[config.mk]
export PLATFORM = sky130hd
export DESIGN_NAME = operand_fetch_flat
export DESIGN_NICKNAME = d
export VERILOG_FILES = /design/src/rtl/operand_fetch_if.sv /design/src/rtl/operand_fetch.sv /design/src/flat_wrapper.sv
export SDC_FILE = /design/constraint.sdc
export NUM_CORES = 2
export LEC_CHECK = 0
export ABC_AREA = 0
export BUFFER_PORTS_ARGS = -buffer_cell sky130_fd_sc_hd__buf_4
export CAP_MARGIN = 25
export CORE_MARGIN = 3
export CORE_UTILIZATION = 60
export DETAILED_ROUTE_END_ITERATION = 10
export GPL_TIMING_DRIVEN = 0
export PLACE_DENSITY_LB_ADDON = 0.25
export RECOVER_POWER = 100
export REMOVE_ABC_BUFFERS = 1
export SLEW_MARGIN = 25
export SYNTH_ARGS = -nofsm -noshare
export SYNTH_HDL_FRONTEND = slang
export SYNTH_SLANG_ARGS = --single-unit
export TNS_END_PERCENT = 1
[constraint.sdc]
create_clock -name clk -period 3.4 [get_ports clk]
set_input_delay 0.34 -clock clk [delete_from_list [all_inputs] [get_ports clk]]
set_output_delay 0.34 -clock clk [all_outputs]
set_load 0.01 [all_outputs]
[src/rtl/operand_fetch_if.sv]
// Handshake and data bundle between the instruction source, the operand_fetch
// stage and the combinational ALU.
//
// Signals:
//   in_valid / in_ready / in_instr    : instruction issue handshake
//   out_valid / out_ready             : operand handshake toward the ALU
//   out_a / out_b / out_instr         : registered ALU operands and instruction
//   alu_s / alu_ze                    : ALU result and zero flag for current out_*
//   zflag / retire_count              : architectural status of retired work
//
// Modports:
//   slave  : the operand_fetch stage
//   master : the environment (instruction source plus ALU)
interface operand_fetch_if;
  logic        in_valid;
  logic        in_ready;
  logic [31:0] in_instr;
  logic        out_valid;
  logic        out_ready;
  logic [31:0] out_a;
  logic [31:0] out_b;
  logic [31:0] out_instr;
  logic [31:0] alu_s;
  logic        alu_ze;
  logic        zflag;
  logic [31:0] retire_count;

  modport slave (
    input  in_valid,
    input  in_instr,
    input  out_ready,
    input  alu_s,
    input  alu_ze,
    output in_ready,
    output out_valid,
    output out_a,
    output out_b,
    output out_instr,
    output zflag,
    output retire_count
  );

  modport master (
    output in_valid,
    output in_instr,
    output out_ready,
    output alu_s,
    output alu_ze,
    input  in_ready,
    input  out_valid,
    input  out_a,
    input  out_b,
    input  out_instr,
    input  zflag,
    input  retire_count
  );
endinterface

[src/rtl/operand_fetch.sv]
// Operand-fetch / writeback stage in front of a combinational ALU.
//
// Holds the 32x32 register file (R0 hard-wired to zero), decodes the incoming
// instruction into source operands and presents registered a/b/instruction to
// the ALU. When the ALU side consumes the operands the result is written back
// to rd, the zero flag is latched and the retire counter advances. A result
// retiring in the same cycle as a dependent accept is forwarded directly.
//
// Ports:
//   clk : rising-edge clock
//   rst : synchronous active-high reset
//   bus : operand_fetch_if.slave (issue handshake, ALU operands, ALU result,
//         zflag, retire_count)
//
// Instruction fields: [4:0] opcode, [9:5] rd, [14:10] rs1, [19:15] rs2,
// [20] imm, [31:21] imm11 (sign-extended when imm=1).
module operand_fetch (
  input logic           clk,
  input logic           rst,
  operand_fetch_if.slave bus
);

  typedef enum logic [0:0] {
    StEmpty,
    StFull
  } state_e;

  state_e state_q, state_d;

  logic [31:0] rf_q [32];

  logic [31:0] a_q, a_d;
  logic [31:0] b_q, b_d;
  logic [31:0] instr_q, instr_d;
  logic [31:0] count_q, count_d;
  logic        zflag_q, zflag_d;

  logic        accept;
  logic        retire;
  logic        out_valid;

  // Decoded fields of the incoming instruction.
  logic [4:0]  in_rs1;
  logic [4:0]  in_rs2;
  logic        in_imm;
  logic [31:0] in_imm_sext;

  // Destination of the instruction currently on out_*.
  logic [4:0]  wb_rd;
  logic        wb_en;

  logic [31:0] rs1_val;
  logic [31:0] rs2_val;

  assign in_rs1      = bus.in_instr[14:10];
  assign in_rs2      = bus.in_instr[19:15];
  assign in_imm      = bus.in_instr[20];
  assign in_imm_sext = {{21{bus.in_instr[31]}}, bus.in_instr[31:21]};

  assign wb_rd = instr_q[9:5];

  assign out_valid = (state_q == StFull);
  assign retire    = out_valid & bus.out_ready;
  assign accept    = bus.in_valid & bus.in_ready;
  assign wb_en     = retire & (wb_rd != 5'd0);

  // Register reads with same-cycle forwarding of the retiring result.
  always_comb begin
    rs1_val = rf_q[in_rs1];
    rs2_val = rf_q[in_rs2];
    if (in_rs1 == 5'd0) begin
      rs1_val = 32'd0;
    end else if (wb_en && (wb_rd == in_rs1)) begin
      rs1_val = bus.alu_s;
    end
    if (in_rs2 == 5'd0) begin
      rs2_val = 32'd0;
    end else if (wb_en && (wb_rd == in_rs2)) begin
      rs2_val = bus.alu_s;
    end
  end

  // Next-state and datapath control.
  always_comb begin
    state_d = state_q;
    a_d     = a_q;
    b_d     = b_q;
    instr_d = instr_q;
    count_d = count_q;
    zflag_d = zflag_q;

    if (accept) begin
      a_d     = rs1_val;
      b_d     = in_imm ? in_imm_sext : rs2_val;
      instr_d = bus.in_instr;
    end

    if (retire) begin
      count_d = count_q + 32'd1;
      zflag_d = bus.alu_ze;
    end

    unique case (state_q)
      StEmpty: begin
        if (accept) begin
          state_d = StFull;
        end
      end
      StFull: begin
        // Stall holds, retire+accept refills, bare retire drains.
        if (retire && !accept) begin
          state_d = StEmpty;
        end
      end
      default: state_d = StEmpty;
    endcase
  end

  always_ff @(posedge clk) begin
    if (rst) begin
      state_q <= StEmpty;
      a_q     <= 32'd0;
      b_q     <= 32'd0;
      instr_q <= 32'd0;
      count_q <= 32'd0;
      zflag_q <= 1'b0;
    end else begin
      state_q <= state_d;
      a_q     <= a_d;
      b_q     <= b_d;
      instr_q <= instr_d;
      count_q <= count_d;
      zflag_q <= zflag_d;
    end
  end

  // R0 is never written, so it stays zero from reset onward.
  always_ff @(posedge clk) begin
    if (rst) begin
      for (int i = 0; i < 32; i++) begin
        rf_q[i] <= 32'd0;
      end
    end else if (wb_en) begin
      rf_q[wb_rd] <= bus.alu_s;
    end
  end

  assign bus.in_ready     = !out_valid | bus.out_ready;
  assign bus.out_valid    = out_valid;
  assign bus.out_a        = a_q;
  assign bus.out_b        = b_q;
  assign bus.out_instr    = instr_q;
  assign bus.zflag        = zflag_q;
  assign bus.retire_count = count_q;

endmodule

[src/flat_wrapper.sv]
// flat-port wrapper written by rule: the top's interface ports become plain ports
module operand_fetch_flat 
  (clk, rst, bus_in_valid, bus_in_instr, bus_out_ready, bus_alu_s, bus_alu_ze, bus_in_ready, bus_out_valid, bus_out_a, bus_out_b, bus_out_instr, bus_zflag, bus_retire_count);
  operand_fetch_if bus_i ();
  input logic clk;
  input logic rst;
  input wire logic [$bits(bus_i.in_valid)-1:0] bus_in_valid;
  input wire logic [$bits(bus_i.in_instr)-1:0] bus_in_instr;
  input wire logic [$bits(bus_i.out_ready)-1:0] bus_out_ready;
  input wire logic [$bits(bus_i.alu_s)-1:0] bus_alu_s;
  input wire logic [$bits(bus_i.alu_ze)-1:0] bus_alu_ze;
  output wire logic [$bits(bus_i.in_ready)-1:0] bus_in_ready;
  output wire logic [$bits(bus_i.out_valid)-1:0] bus_out_valid;
  output wire logic [$bits(bus_i.out_a)-1:0] bus_out_a;
  output wire logic [$bits(bus_i.out_b)-1:0] bus_out_b;
  output wire logic [$bits(bus_i.out_instr)-1:0] bus_out_instr;
  output wire logic [$bits(bus_i.zflag)-1:0] bus_zflag;
  output wire logic [$bits(bus_i.retire_count)-1:0] bus_retire_count;
  assign bus_i.in_valid = bus_in_valid;
  assign bus_i.in_instr = bus_in_instr;
  assign bus_i.out_ready = bus_out_ready;
  assign bus_i.alu_s = bus_alu_s;
  assign bus_i.alu_ze = bus_alu_ze;
  assign bus_in_ready = bus_i.in_ready;
  assign bus_out_valid = bus_i.out_valid;
  assign bus_out_a = bus_i.out_a;
  assign bus_out_b = bus_i.out_b;
  assign bus_out_instr = bus_i.out_instr;
  assign bus_zflag = bus_i.zflag;
  assign bus_retire_count = bus_i.retire_count;
  operand_fetch u_core (.clk(clk), .rst(rst), .bus(bus_i));
endmodule
**Word-level counts from Yosys, hierarchy flattened**

Memories as Yosys holds them, arrays and structs flattened.
Index checks and enable logic that the tools add are counted.

- $add $sub $neg: 1
- Equality and inequality tests: 2
- Mux-type cells: 16
- Bitwise operators: 5
- Reduce and logical (&&, ||, !) cells: 9

Operators by type and width:

| cell | count |
|---|---|
| two-way mux 32 bit | 6 |
| adder 32 x 1 -> 32 bit, second input constant | 1 |
| OR reduction 32 bit | 1 |
| == test 5 bit | 2 |
| logical NOT 5 bit | 2 |
| two-way mux 1 bit | 8 |
| two-way mux 5 bit | 1 |
| nonzero test 5 bit | 1 |
| bitwise AND 1 bit | 3 |
| logical AND 1 bit | 3 |
| logical NOT 1 bit | 2 |
| case mux 1 bit (2 select lines) | 1 |
| NOT 1 bit | 1 |
| OR 1 bit | 1 |

- Register bits after elaboration: 130
- Memory bits (writable): 1024
- Input bits: 69
- Output and inout bits: 131
- Word-level logic and storage cells: 40
- Memories kept: 1

Memories:

| name | words | width | read ports | clocked after memory_dff | wr ports | RTL line | source |
|---|---|---|---|---|---|---|---|
| u_core.rf_q | 32 | 32 | 2 | 0 | 32 | operand_fetch.sv:30 | `logic [31:0] rf_q [32];` |

**Longest topological paths before layout**

- Depth in word-level cells: 7
- Depth in mapped cells: 11
- Mapped depth without buffers: 6

**Worst setup path before layout**

Ideal clock, no wire load.

- Kind: input -> register
- Start: input port bus_in_instr[15]
- End: register u_core.b_q[20] (netlist: u_core.bus.out_b[20])
- Library setup time: 0.135 ns
- Arrival: 2.131 ns
- Data required time: 3.265 ns
- Path slack: 1.134 ns
- Cell stages on the path: 8
- Buffers on the path: 3
- Path through: buf_4 > buf_8 > buf_2 > mux4_2 > a22o_1 > a2111o_1 > nand3_1 > a211oi_1

- Word-level cells in the longest chain between the ends: 5
- Elaborated cells between the ends (all ways): 7
- Classes of those cells: eq/ne: 1; mux: 3; reduce/logical: 2; memory: 1

Ends and longest elaborated chain:

| what | RTL line | source |
|---|---|---|
| from (decl) | flat_wrapper.sv:8 | `input wire logic [$bits(bus_i.in_instr)-1:0] bus_in_instr;` |
| parallel branches: the longest is 3 deep, another holds memory read (32 x 32 bit) | - |  |
| two-way mux 32 bit (*) | operand_fetch.sv:76 | `if (in_rs2 == 5'd0) begin` |
| two-way mux 32 bit (*) | operand_fetch.sv:94 | `b_d = in_imm ? in_imm_sext : rs2_val;` |
| to (signal assigned) | operand_fetch.sv:123 | `b_q <= 32'd0;` |
| to (signal assigned) | operand_fetch.sv:130 | `b_q <= b_d;` |
| to (decl) | operand_fetch.sv:33 | `logic [31:0] b_q, b_d;` |

Mark *: on every way between the ends.
A chain may end at the register's enable or synchronous reset.

==> summary.md <==
| Metric | Value |
|---|---|
| Outcome | `finished with violations` |
| Violated checks | `setup timing` |
| HP Class | `in2reg` |
| Hold Startpoint | `bus_out_ready` |
| Detailed Place HPWL | `~110 mm` |
| First-pass GRT wire length | `274 mm` |
| Routed Wire Length | `193 mm` |
| Syn Area/Cell | `14.2 um^2` |
| Total grt overflow | `0` |
| Initial Util | `0.611` |
| Clock Skew | `roughly 0.026 ns` |
| Number of synthesized flops with an enable pin | `1024` |
| Number of synthesized register bits | `between 1000 and 1500` |
| 1st-pass router iterations | `6` |
| Proportion of layout cells with a drive suffix above 1 | `0.234` |
| RSZ-0062 raised after global routing | `yes` |
| Required @ worst endpoint | `3.73 ns` |
| Ys async rst share | `0` |
| R2R Path Start | `u_core.bus.out_instr[6]` |
| Largest net degree at the start of global routing | `93` |
| Main synth FF type | `edfxtp_1` |
| Leading area contributor after synthesis | `edfxtp_1` |
| Leak Pwr | `24.6 nW` |
| H-tree levels | `3` |
| Largest cells by area after synthesis | `edfxtp_1 (52%), mux4_2 (14%), and2_1 (10%), dfxtp_1 (4.4%), mux2i_1 (4.2%)` |
| Final WS setup | `-0.0996 ns` |
| Final std cells w/o fill | `5598` |
| FF/Latch Area | `around 0.033 mm^2` |
| Warnings from Yosys | `0` |
| Crit path arrival time | `3.82 ns` |
| Max_cap viols | `0` |
| CTS clk-pin slew, worst paths | `roughly 0.060 ns` |
| Layout area overhead | `13.4%` |
| Number of port buffers | `199` |
| Initial antenna violation count | `9` |
| Final min period | `between 3 and 4 ns` |
| Setup TNS | `-14.11 ns` |
| Multi-input gate area | `0.0247 mm^2` |
| Vias post-DR | `40400` |
| Maximum vdd drop | `0.380 mV` |
| Vias in the first global route | `between 40000 and 50000` |
| Cell area power density | `486 mW/mm^2` |
| Clock sinks | `1154` |
| Tot GR Track Use | `0.372` |
| F_max | `roughly 290 MHz` |
| Routability cong. | `between 0.8 and 0.9` |
| Avg WL per Cell | `34.4 um` |
| Core box area | `between 0.09 and 0.1 mm^2` |
| Cell Area, Synth | `slightly below 0.06 mm^2` |
| Fin crit share | `1.03` |
| Dpl ws | `-0.840 ns` |
| Die W | `between 300 and 400 um` |
| Die area | `around 0.10 mm^2` |
| Die Span Y | `around 320 um` |
| Post-synth top area share | `0.516` |
| Slew HR | `0.0675` |
| Via/cell ratio | `7.21` |
| Tightest Pin Transition | `1.39 ns` |
| Crit path kind | `reg2reg` |
| 1st-iter DRT viols | `6722` |
| Total CTS buffers | `119` |
| Final hold vios | `0` |
| Antenna viol nets, final | `0` |
| Root Buffer | `clkbuf_16` |
| Final setup viols | `between 200 and 300` |
| # rows | `114` |
| Layout net count | `4285` |
| Crit Path Max Fanout | `32` |
| # IOs | `200` |
| Fill cells | `6372` |
| Mapped Cells | `4193` |
| Placed insts | `5344` |
| Distinct cells, synth | `58` |
| Clock Path Buffers | `3` |
| Worst-skew pair later-pin latency | `roughly 0.72 ns` |
| Max Slew Vio Count | `0` |
| Sequential cell area fraction in the yosys report | `0.559` |
| CTS tree | `yes` |
| Drt drc | `0` |
| Crit end category | `flop` |
| Critical Path Start | `u_core.bus.out_instr[6]` |
| Crit start category | `flop` |
## cell type report
type                    instances  share of cell area
repair buffers                318              0.0592
well taps                    1276              0.0236
flip-flops and latches       1154               0.493
diodes                          6            0.000222
clock inverters                41             0.00614
clock buffers                 181              0.0509
multi-input cells            2614               0.366
inverters                       8            0.000444
## routing by layer
layer  GRT usage  up-vias  part of all wire  routed length, um
met5      0.0116        -           0.00020                 38
met1       0.479    20200              0.34              66300
met4       0.200        6             0.057              11000
met2       0.560     3303              0.45              86700
li1            -    16200                 -                  -
met3       0.126      740              0.15              28600
## state kept, by name (all words and copies together), names as in the netlist
register	cells
u_core.bus.out_a	32
u_core.bus.out_instr	32
u_core.bus.out_valid	1
u_core.bus.zflag	1
u_core.rf_q	1024
u_core.bus.retire_count	32
u_core.bus.out_b	32
## Yosys cell counts, types with 32 or more instances
cell type  count
a211oi_1      56
mux2_2        39
nand2_1       98
a2111oi_0     32
a221oi_1      36
o22ai_1       65
and2_1       996
buf_2         61
mux4_2       380
o221ai_1      50
buf_4         36
dfxtp_1      130
clkbuf_1     297
a21oi_1       63
a22o_1        80
nor2_1       104
edfxtp_1    1024
mux2i_1      249
## critical path: stages (launching register included)
cell     delay, ns
dfxtp_1       0.59
nand3_1       0.78
nor2_4        0.90
or2_4         0.81
## power by group
group	switching [mW]	total (mW)	internal, mW
Sequential	0.331	16.3	15.9
Clock	5.54	13.1	7.54
Combinational	2.13	3.52	1.39
Total	8.00	32.9	24.9
## final timing paths
check	depth (start not counted)	slack, ns	to
max	3	-0.1	u_core.rf_q[3][10]
min	4	0.03	u_core.bus.retire_count[1]
max reg2reg	3	-0.1	u_core.rf_q[3][10]
min reg2reg	2	0.45	u_core.bus.out_instr[1]
## cells by family (layout without fill, tap and decap cells)
kind of cell	after synthesis	count (layout)	share of synthesized area
AO/OA/AOI/OAI	504	504	0.0666
XOR/XNOR	37	37	0.00543
adder cells (fa/ha/maj)	1	1	0.000210
buffers and inverters	456	548	0.0374
flip-flops	1154	1154	0.559
multiplexers	674	674	0.195
other	1	38	0.0000629
AND/OR/NAND/NOR	1366	1366	0.136
## through the flow
step	hold WS (ns)	utilization	power (mW)	cell area, um^2
3_3_place_gp	0.444	0.621	19.8	60600
4_1_cts	0.00171	0.692	32.7	67500
5_1_grt	0.0431	0.693	33.5	67600
3_5_place_dp	0.447	0.649	19.9	63400
2_1_floorplan	0.409	-	18.0	57500
6_report	0.0328	0.693	32.9	67600
## repair_timing
item | in CTS | in global routing
hold buffers | 23 | 0
endpoints found under the hold margin | 23 | 0
setup buffers | 3 | 0
pin swaps | 3 | 7
resized for setup | 13 | 6
setup endpoints to repair | 971 | 470
## placed cells by master (no fill, tap or decap), types with 20 or more instances in the layout
master         instances
edfxtp_1            1024
and2_1               993
mux4_2               380
mux2i_1              249
buf_4                196
dfxtp_1              126
clkbuf_16            121
nand2_1               95
a22o_1                80
nor2_1                69
o22ai_1               65
buf_16                64
a21oi_1               63
a211oi_1              54
o221ai_1              50
clkbuf_1              41
mux2_2                39
a221oi_1              36
nor2_4                35
conb_1                32
or2_4                 30
nand3_1               23
xnor2_1               23
dlygate4sd3_1         23
nand4_1               22
nor4_1                22
a2111oi_2             21
clkinv_2              20
clkbuf_8              20
No activity file was read; power rests on OpenSTA's default activity.
